$ cat src/rtl/cache_pkg.sv
// Shared definitions for the N-way cache tag array.
//   - derivation helpers for tag width, set count, way-select and PLRU widths
//   - entry field layout: {tag, valid, dirty}, with the flags in the low bits
//   - sweep/lookup FSM state encoding
package cache_pkg;

  // FSM encoding
  localparam logic [1:0] ST_INIT  = 2'd0;
  localparam logic [1:0] ST_IDLE  = 2'd1;
  localparam logic [1:0] ST_FLUSH = 2'd2;

  // Entry layout: the flags sit at fixed low positions so that their
  // positions do not depend on the tag width.
  localparam int DIRTY_POS = 0;
  localparam int VALID_POS = 1;
  localparam int TAG_LSB   = 2;

  function automatic int calc_tag_w(input int addr_w, input int idx_w, input int offset_w);
    return addr_w - idx_w - offset_w;
  endfunction

  function automatic int calc_idx_size(input int idx_w);
    return 1 << idx_w;
  endfunction

  function automatic int calc_way_w(input int ways);
    return (ways <= 1) ? 1 : $clog2(ways);
  endfunction

  // A 1-way array has no PLRU state; keep one (unused) bit so vectors stay legal.
  function automatic int calc_plru_w(input int ways);
    return (ways <= 1) ? 1 : ways - 1;
  endfunction

endpackage

$ cat src/rtl/cache_plru.sv
// Tree pseudo-LRU helper (purely combinational).
//   plru_i       : current tree bits of one set, heap order (node 0 = root)
//   access_way_i : way being touched
//   plru_o       : tree bits with access_way_i made most-recently-used
//   victim_o     : way chosen for replacement from plru_i
// Node bit 0 means the left subtree was used more recently, so the victim
// walk goes right on 0 and left on 1.
module cache_plru
  import cache_pkg::*;
#(
  parameter  int WAYS   = 2,
  localparam int WAY_W  = calc_way_w(WAYS),
  localparam int PLRU_W = calc_plru_w(WAYS),
  localparam int LEVELS = (WAYS <= 1) ? 0 : $clog2(WAYS)
) (
  input  logic [PLRU_W-1:0] plru_i,
  input  logic [WAY_W-1:0]  access_way_i,
  output logic [PLRU_W-1:0] plru_o,
  output logic [WAY_W-1:0]  victim_o
);

  always_comb begin
    int   node;
    logic dir;
    // NOTE: every output and temporary gets a default before the loops so no
    // path leaves a value unassigned, which would otherwise infer a latch.
    plru_o   = plru_i;
    victim_o = '0;
    dir      = 1'b0;

    // MRU update: on each node of the access path record which half was used.
    node = 0;
    for (int l = 0; l < LEVELS; l++) begin
      dir          = access_way_i[LEVELS-1-l];
      plru_o[node] = dir;
      node         = 2 * node + 1 + int'(dir);
    end

    // Victim walk: always step into the less recently used half.
    node = 0;
    for (int l = 0; l < LEVELS; l++) begin
      dir                   = ~plru_i[node];
      victim_o[LEVELS-1-l] = dir;
      node                  = 2 * node + 1 + int'(dir);
    end
  end

endmodule

$ cat src/rtl/cache_tag_array_nway.sv
// N-way set-associative tag store with hit detection, tree PLRU replacement
// and a valid/dirty sweep engine used for power-up init and flush.
//   iCLK, iRST_N        : clock, asynchronous active-low reset
//   req_*               : one lookup per cycle, response registered one cycle later
//   fill_*              : tag write port from the cache controller
//   flush_start         : invalidate-all request (ignored while busy)
//   busy                : sweep in progress, requests and fills dropped
//   resp_*, victim_*    : hit/way result plus the selected entry for write-back
module cache_tag_array_nway
  import cache_pkg::*;
#(
  parameter  int ADDR_W   = 32,
  parameter  int OFFSET_W = 2,
  parameter  int IDX_W    = 5,
  parameter  int WAYS     = 2,
  localparam int WAY_W    = calc_way_w(WAYS),
  localparam int TAG_W    = calc_tag_w(ADDR_W, IDX_W, OFFSET_W)
) (
  input  logic              iCLK,
  input  logic              iRST_N,
  input  logic              req_valid,
  input  logic [ADDR_W-1:0] req_addr,
  input  logic              req_write,
  input  logic              fill_valid,
  input  logic [IDX_W-1:0]  fill_idx,
  input  logic [WAY_W-1:0]  fill_way,
  input  logic [TAG_W-1:0]  fill_tag,
  input  logic              fill_dirty,
  input  logic              flush_start,
  output logic              busy,
  output logic              resp_valid,
  output logic              resp_hit,
  output logic [WAY_W-1:0]  resp_way,
  output logic              victim_valid,
  output logic              victim_dirty,
  output logic [TAG_W-1:0]  victim_tag
);

  localparam int IDX_SIZE = calc_idx_size(IDX_W);
  localparam int PLRU_W   = calc_plru_w(WAYS);
  localparam int ENTRY_W  = TAG_W + TAG_LSB;

  if (!(WAYS == 1 || WAYS == 2 || WAYS == 4 || WAYS == 8)) begin : g_bad_ways
    $error("cache_tag_array_nway: WAYS must be 1, 2, 4 or 8");
  end

  // NOTE: the tag and PLRU arrays carry no reset; the sweep engine clears the
  // valid/dirty/PLRU state after reset, so a reset network here buys nothing.
  logic [ENTRY_W-1:0] entry_q [IDX_SIZE][WAYS];
  logic [PLRU_W-1:0]  plru_q  [IDX_SIZE];

  logic [1:0]       state_q, state_d;
  logic [IDX_W-1:0] cnt_q, cnt_d;

  logic               idle, req_acc, fill_acc;
  logic [TAG_W-1:0]   req_tag;
  logic [IDX_W-1:0]   req_idx;
  logic               hit, inv_any;
  logic [WAY_W-1:0]   hit_way, inv_way, plru_victim, resp_way_d;
  logic [PLRU_W-1:0]  plru_hit_upd, plru_fill_upd;
  logic [ENTRY_W-1:0] sel_entry;
  logic [WAY_W-1:0]   unused_fill_victim;
  logic               unused_offset;

  logic             resp_valid_q, resp_hit_q, victim_valid_q, victim_dirty_q;
  logic [WAY_W-1:0] resp_way_q;
  logic [TAG_W-1:0] victim_tag_q;

  assign idle          = (state_q == ST_IDLE);
  assign req_acc       = req_valid && idle;
  assign fill_acc      = fill_valid && idle;
  assign req_tag       = req_addr[ADDR_W-1 -: TAG_W];
  assign req_idx       = req_addr[OFFSET_W +: IDX_W];
  assign unused_offset = ^req_addr[OFFSET_W-1:0];

  // Sweep FSM: INIT and FLUSH clear one set per cycle.
  always_comb begin
    state_d = state_q;
    cnt_d   = cnt_q;
    case (state_q)
      ST_INIT, ST_FLUSH: begin
        cnt_d = cnt_q + IDX_W'(1);
        if (&cnt_q) state_d = ST_IDLE;
      end
      ST_IDLE: begin
        if (flush_start) begin
          state_d = ST_FLUSH;
          cnt_d   = '0;
        end
      end
      default: begin
        state_d = ST_INIT;
        cnt_d   = '0;
      end
    endcase
  end

  // Hit and first-invalid search; scanning downward leaves the lowest index.
  always_comb begin
    hit     = 1'b0;
    hit_way = '0;
    inv_any = 1'b0;
    inv_way = '0;
    for (int w = WAYS - 1; w >= 0; w--) begin
      if (entry_q[req_idx][w][VALID_POS] &&
          entry_q[req_idx][w][ENTRY_W-1:TAG_LSB] == req_tag) begin
        hit     = 1'b1;
        hit_way = WAY_W'(w);
      end
      if (!entry_q[req_idx][w][VALID_POS]) begin
        inv_any = 1'b1;
        inv_way = WAY_W'(w);
      end
    end
  end

  cache_plru #(.WAYS(WAYS)) u_plru_req (
    .plru_i       (plru_q[req_idx]),
    .access_way_i (hit_way),
    .plru_o       (plru_hit_upd),
    .victim_o     (plru_victim)
  );

  cache_plru #(.WAYS(WAYS)) u_plru_fill (
    .plru_i       (plru_q[fill_idx]),
    .access_way_i (fill_way),
    .plru_o       (plru_fill_upd),
    .victim_o     (unused_fill_victim)
  );

  assign resp_way_d = hit ? hit_way : (inv_any ? inv_way : plru_victim);
  assign sel_entry  = entry_q[req_idx][resp_way_d];

  // Array updates. The fill is written after the hit update in this block, so
  // when both touch the same entry or set PLRU, the fill's value is the one kept.
  always_ff @(posedge iCLK) begin
    if (!idle) begin
      for (int w = 0; w < WAYS; w++) begin
        entry_q[cnt_q][w][VALID_POS] <= 1'b0;
        entry_q[cnt_q][w][DIRTY_POS] <= 1'b0;
      end
      plru_q[cnt_q] <= '0;
    end else begin
      if (req_acc && hit) begin
        plru_q[req_idx] <= plru_hit_upd;
        if (req_write) entry_q[req_idx][hit_way][DIRTY_POS] <= 1'b1;
      end
      if (fill_acc) begin
        entry_q[fill_idx][fill_way] <= {fill_tag, 1'b1, fill_dirty};
        plru_q[fill_idx]            <= plru_fill_upd;
      end
    end
  end

  // NOTE: sequential state uses non-blocking assignments only, so every
  // register samples pre-edge values and ordering between blocks is irrelevant.
  always_ff @(posedge iCLK or negedge iRST_N) begin
    if (!iRST_N) begin
      state_q        <= ST_INIT;
      cnt_q          <= '0;
      resp_valid_q   <= 1'b0;
      resp_hit_q     <= 1'b0;
      resp_way_q     <= '0;
      victim_valid_q <= 1'b0;
      victim_dirty_q <= 1'b0;
      victim_tag_q   <= '0;
    end else begin
      state_q      <= state_d;
      cnt_q        <= cnt_d;
      resp_valid_q <= req_acc;
      if (req_acc) begin
        resp_hit_q     <= hit;
        resp_way_q     <= resp_way_d;
        victim_valid_q <= sel_entry[VALID_POS];
        victim_dirty_q <= sel_entry[DIRTY_POS];
        victim_tag_q   <= sel_entry[ENTRY_W-1:TAG_LSB];
      end
    end
  end

  assign busy         = !idle;
  assign resp_valid   = resp_valid_q;
  assign resp_hit     = resp_hit_q;
  assign resp_way     = resp_way_q;
  assign victim_valid = victim_valid_q;
  assign victim_dirty = victim_dirty_q;
  assign victim_tag   = victim_tag_q;

endmodule

$ cat config.mk
export PLATFORM = sky130hd
export DESIGN_NAME = cache_tag_array_nway
export DESIGN_NICKNAME = d
export VERILOG_FILES = /design/src/rtl/cache_pkg.sv /design/src/rtl/cache_plru.sv /design/src/rtl/cache_tag_array_nway.sv
export SDC_FILE = /design/constraint.sdc
export NUM_CORES = 2
export LEC_CHECK = 0
export BUFFER_PORTS_ARGS = -buffer_cell sky130_fd_sc_hd__buf_2
export CORE_MARGIN = 3
export CORE_UTILIZATION = 63
export DETAILED_ROUTE_END_ITERATION = 10
export GPL_TIMING_DRIVEN = 0
export PLACE_DENSITY = 0.78
export SYNTH_ARGS = -nofsm -noshare
export SYNTH_HDL_FRONTEND = slang
export SYNTH_SLANG_ARGS = --single-unit
export TNS_END_PERCENT = 5
$ cat constraint.sdc
create_clock -name iCLK -period 4.9 [get_ports iCLK]
set_input_delay 0.98 -clock iCLK [delete_from_list [all_inputs] [get_ports iCLK]]
set_output_delay 0.98 -clock iCLK [all_outputs]
set_load 0.005 [all_outputs]
# After elaboration in Yosys (flattened, before gate mapping)
# Memory sizes are Yosys's and may differ from the RTL's.
# Index checks and enable logic that the tools add are counted.
op_classes:
  n_mux: 38
  n_eq_ne: 6
  addsub: 1
  n_reduce_logical: 14
  bitwise: 4
  order_cmp: 5
ops:
  columns: ["op", "n"]
  rows:
  - ["two-way mux 54 bit", 4]
  - ["two-way mux 27 bit", 4]
  - ["demux 27 bit (select 1 bit)", 2]
  - ["OR reduction 54 bit", 1]
  - ["== test 25 bit", 2]
  - ["two-way mux 1 bit", 21]
  - ["two-way mux 5 bit", 3]
  - ["one-hot mux 5 bit (2 select lines)", 1]
  - ["logical AND 1 bit", 7]
  - [">= comparator 2 bit, second input constant", 3]
  - ["inverter 1 -> 2 bit", 3]
  - ["adder 5 x 1 -> 5 bit, second input constant", 1]
  - ["AND reduction 5 bit", 1]
  - ["< comparator 2 x 1 -> 1 bit, second input constant", 2]
  - ["two-way mux 2 bit", 2]
  - ["inequality test 2 bit, second input constant", 2]
  - ["one-hot mux 2 bit (2 select lines)", 1]
  - ["== test 2 x 1 -> 1 bit, second input constant", 1]
  - ["== test 2 bit, second input constant", 1]
  - ["logical NOT 2 bit", 1]
  - ["AND reduction 2 bit", 1]
  - ["OR reduction 2 bit", 1]
  - ["logical NOT 1 bit", 1]
  - ["inverter 1 bit", 1]
  - ["OR reduction 1 bit", 1]
totals:
  ram_bits: 1760
  mem_count: 2
  in_bits: 70
  ff_bits: 37
  output_inout_bits: 31
  word_cells: 78
mem_list:
  columns: ["memory", "words", "word_bits", "read_ports", "rd_clocked_by_memory_dff", "write_ports", "line_no", "source"]
  rows:
  - ["entry_q", 32, 54, 1, 0, 2, "cache_tag_array_nway.sv:49", "logic [ENTRY_W-1:0] entry_q [IDX_SIZE][WAYS];"]
  - ["plru_q", 32, 1, 1, 0, 2, "cache_tag_array_nway.sv:50", "logic [PLRU_W-1:0] plru_q [IDX_SIZE];"]

# Longest topological paths before layout
# An unclocked memory read counts as a cell.
logic_depth:
  depth_word: 13
  ltp_mapped: 21
  ltp_nobuf: 12

# Cells and area by module
# A second synthesis with hierarchy kept.
unflattened:
  hier_cells: 3806
  hier_area_um2: 72741.0
by_module_without_submodules:
  columns: ["mod", "cells_per_inst", "seq_area_each_um2", "instances", "area_per_inst_um2"]
  rows:
  - ["cache_tag_array_nway", 3802, 53136.0, 1, 72718.5]
  - ["cache_plru", 2, 0.0, 2, 11.3]

# Worst setup path after synthesis
# No wires, ideal clock.
synth_timing:
  path_type: "input-to-reg"
  start: "input port req_addr[3]"
  end: "memory entry_q[22][27] (netlist bit) (enable)"
  required_ns: 4.596
  n_path_buf: 5
  stages: 16
  setup_ns: 0.304
  arrival_ns: 4.681
  setup_slack_ns: -0.085
  cell_sequence: "buf_2 buf_2 clkbuf_1 buf_1 mux4_2 o22ai_1 nor4_1 xnor2_1 nand4_1 or4_1 nor3_2 o211ai_2 mux2_4 or2_1 buf_2 o22ai_2"
synth_lines:
  columns: ["item", "line_no", "source"]
  rows:
  - ["from (decl)", "cache_tag_array_nway.sv:22", "input logic [ADDR_W-1:0] req_addr,"]
  - ["to (decl)", "cache_tag_array_nway.sv:49", null]

==> impl_results.md <==
- Clock buffer depth: 3
- Vias in the first global route: 42541
- Final Critical Period: about 5.1 ns
- CP Cell Sequence: buf_2, buf_4, clkbuf_2, nand2_1, a32oi_1, nand2_2, xor2_1, nand4_1, or4_1, nor4b_4, buf_4, buf_4, nand3_1, clkbuf_2, o21ai_0
- Chip width: approximately 340 µm
- Peak supply drop: 0.442 mV
- Synthesized instance count: roughly 3800
- NetSw: slightly above 0.008 W
- GRT Util Overall: between 40% and 50%
- Clock Root Buffer: clkbuf_16
- Rel. slew slack: 10.0%
- Total Nets Final: about 4300
- Top delay family on crit path: simple AND/OR/NAND/NOR gates
- Fmax: 198 MHz
- CP most frequent cell: buf_4
- TritonCTS clock tree: yes
- EDFF count, synth: between 1500 and 2000
- H-tree lvl count: 4
- Share of layout cells above drive strength 1: a little under a third
- Top cells by area, synth: edfxtp_1, mux4_2, mux2i_1
- Synthesized cell area: 72200 µm²
- Area delta synth->final: 17.2%
- CORE AREA: between 100000 and 150000 µm²
- Post-synth net total: ~3900
- Critical Path Max Stage Delay: around 0.57 ns
- Crit end category: register
- Die Span Y: roughly 340 µm
- First-pass GRT wire length: ~330000 µm
- Pre-CTS setup slack: -3.14 ns
- Total CTS buffers: about 170
- Switching share of power: ~24%
- Yosys warns: 0
- Slew Viols, Final: 0
- Syn avg cell area: between 15 and 20 µm²
- Comb power frac: under 10%
- Leakage: 28.9 nW
- Final Hold Viols: 0
- Clock transition at the registers of the reported paths: ~0.060 ns
- Seq pwr share: 51.4%
- Initial core utilization: about 64%
- Via count: 44244
- Pwr Density: roughly 400 nW/µm²
- Wire per inst: between 40 and 50 µm
- Worst-case reg-to-reg path depth: 13
- Unrepaired setup endpoints after global routing: yes
- CP max FO: 10
- Fraction of registers with async set or reset after synthesis: approximately 2.1%
- Power, Total: 0.0332 W
- GP Congestion: 0.966
- Clock sink count: roughly 1800
- Antenna violations before repair: 16
- Remaining DRCs: 0
- Worst EP required: about 5.5 ns
- Worst path buffer plus inverter count: 6
- Max-cap violation count: 0
- Slowest CP cell: clkbuf_2
- Clock network fraction of total power: around two fifths
- # IOs: slightly above 100
- Fin util: between 70% and 80%
- CP startpoint kind: primary input
- Number of port buffers: slightly above 90
- Pint: approximately 0.025 W
- Part of the cycle the worst path needs: 103%
- Synth top area share: between 70% and 80%
- Worst path depth: 15
- Setup CP Type: in2reg
- Setup Skew: roughly 0.038 ns
- Starting DRT DRC Count: between 8000 and 9000
- HPWL Detailed: 153000 µm
- Data arrival, critical path: approximately 5.7 ns
- Register area share after synthesis: about three quarters
- Setup WS post-layout: -0.159 ns
- Worst Tran Pin Value: 1.35 ns
- Seq cells post-synth: about 1800
- Worst skew pair latency: approximately 0.82 ns
- Commonest non-fill, non-tap cells in the layout: edfxtp_1, mux4_2, mux2i_1
- Grt ovf: 0
- Post-synth top area cell: edfxtp_1
- WL final: between 200000 and 250000 µm
- Largest net degree at the start of global routing: 65
- Hold WC Path Type: in2async
- Library cells used by synthesis: between 70 and 80
- DR vias/cell: roughly 7.5
- Drt pass-1 iters: 7
- # setup viols final: 97
- Antenna Violating Nets Remaining: 0
- Die ar.: approximately 120000 µm²
- Most common cell after layout, fill and taps aside: edfxtp_1
- Post-synth top flop: edfxtp_1
- Violated checks: setup timing
- FP Rows: ~120
- Status: complete, but fails checks
[metal layers]
| layer | up-vias | global-route usage, % | routed length (µm) |
|---|---|---|---|
| li1 | 16374 | - | - |
| met1 | 21906 | 52.9 | 76000 |
| met2 | 4823 | 61.4 | 111000 |
| met3 | 1135 | 15.7 | 43000 |
| met4 | 6 | 26.3 | 19700 |
| met5 | - | 0 | 39 |
[path summary, 6_finish.rpt]
kind | from | end | slack (ns)
min | iRST_N | cnt_q[1] | 0.31
min reg2reg | entry_q[15][1] | entry_q[15][1] | 0.45
max reg2reg | entry_q[19][6] | plru_q[5] | 0.23
max | req_addr[4] | plru_q[5] | -0.16
min in group iCLK | flush_start | state_q[1] | 0.41
max in group asynchronous | iRST_N | victim_tag[1] | 3.91
[timing repair]
action                     CTS  global route
resized for setup          322           125
setup buffers               33            68
gates cloned                 0             3
setup endpoints to repair  277           252
pin swaps                   26            19
hold buffers                 0             0
[per-stage QoR]
stage                     instance area (µm²)  setup TNS [ns]  cells  hold slack [ns]
after global placement                  74500        -2182.65   5373            0.427
after floorplan                         72200          -0.116   3781            0.419
after CTS                               83300          -0.967   5801            0.325
after detailed placement                76500         -757.20   5454            0.434
final                                   84600           -5.07   5879            0.311
after global routing                    84600           -4.49   5872            0.369
[Yosys cell counts (34+ instances only)]
cell / count
buf_6: 36
mux2i_1: 252
dfxtp_1: 64
a21oi_1: 38
mux4_2: 358
mux2_2: 55
edfxtp_1: 1696
nand2_1: 201
o21ai_0: 71
a22oi_1: 101
o211ai_1: 34
nor2_1: 103
clkbuf_1: 97
nand3_1: 64
dfrtp_1: 37
buf_2: 34
a21o_1: 87
inv_1: 46
o22ai_1: 68
[kinds of logic (layout without fill, tap and decap cells)]
group           Yosys count  after routing  share of synthesized area [%]
flops                  1797           1797                           73.6
fa+ha+maj                 2              2                         0.0347
mux                     677            677                           15.8
compound gates          488            488                           4.62
other cells               0              7                              0
buf+inv                 258            849                           1.98
simple gates            511            511                           3.34
xor+xnor                 48             48                          0.582
[registers in the layout, summed over array words and instances (netlist names)]
register / cells
resp_valid: 1
resp_hit: 1
state_q: 2
resp_way: 1
victim_valid: 1
victim_tag: 25
victim_dirty: 1
cnt_q: 5
entry_q: 1728
plru_q: 32
[power groups by stage]
stage / sequential (W) / combinational (W) / clock (W)
floorplan: 0.0173 / 0.00141 / 0
detailed placement: 0.0174 / 0.00251 / 0
global route: 0.0171 / 0.00316 / 0.0135
global placement: 0.0174 / 0.00244 / 0
CTS: 0.0171 / 0.00279 / 0.0129
finish: 0.0171 / 0.00311 / 0.0130
[layout make-up]
type | instances | area (µm²)
flip-flops and latches | 1797 | 53100
fillers | 6123 | 28500
multi-input cells | 1726 | 18600
clock buffers | 212 | 4550
repair buffers | 277 | 3170
plain buffers | 210 | 2180
well taps | 1500 | 1880
clock inverters | 104 | 888
inverters | 46 | 180
diodes | 7 | 17.5
No activity file was read; power rests on OpenSTA's default activity.
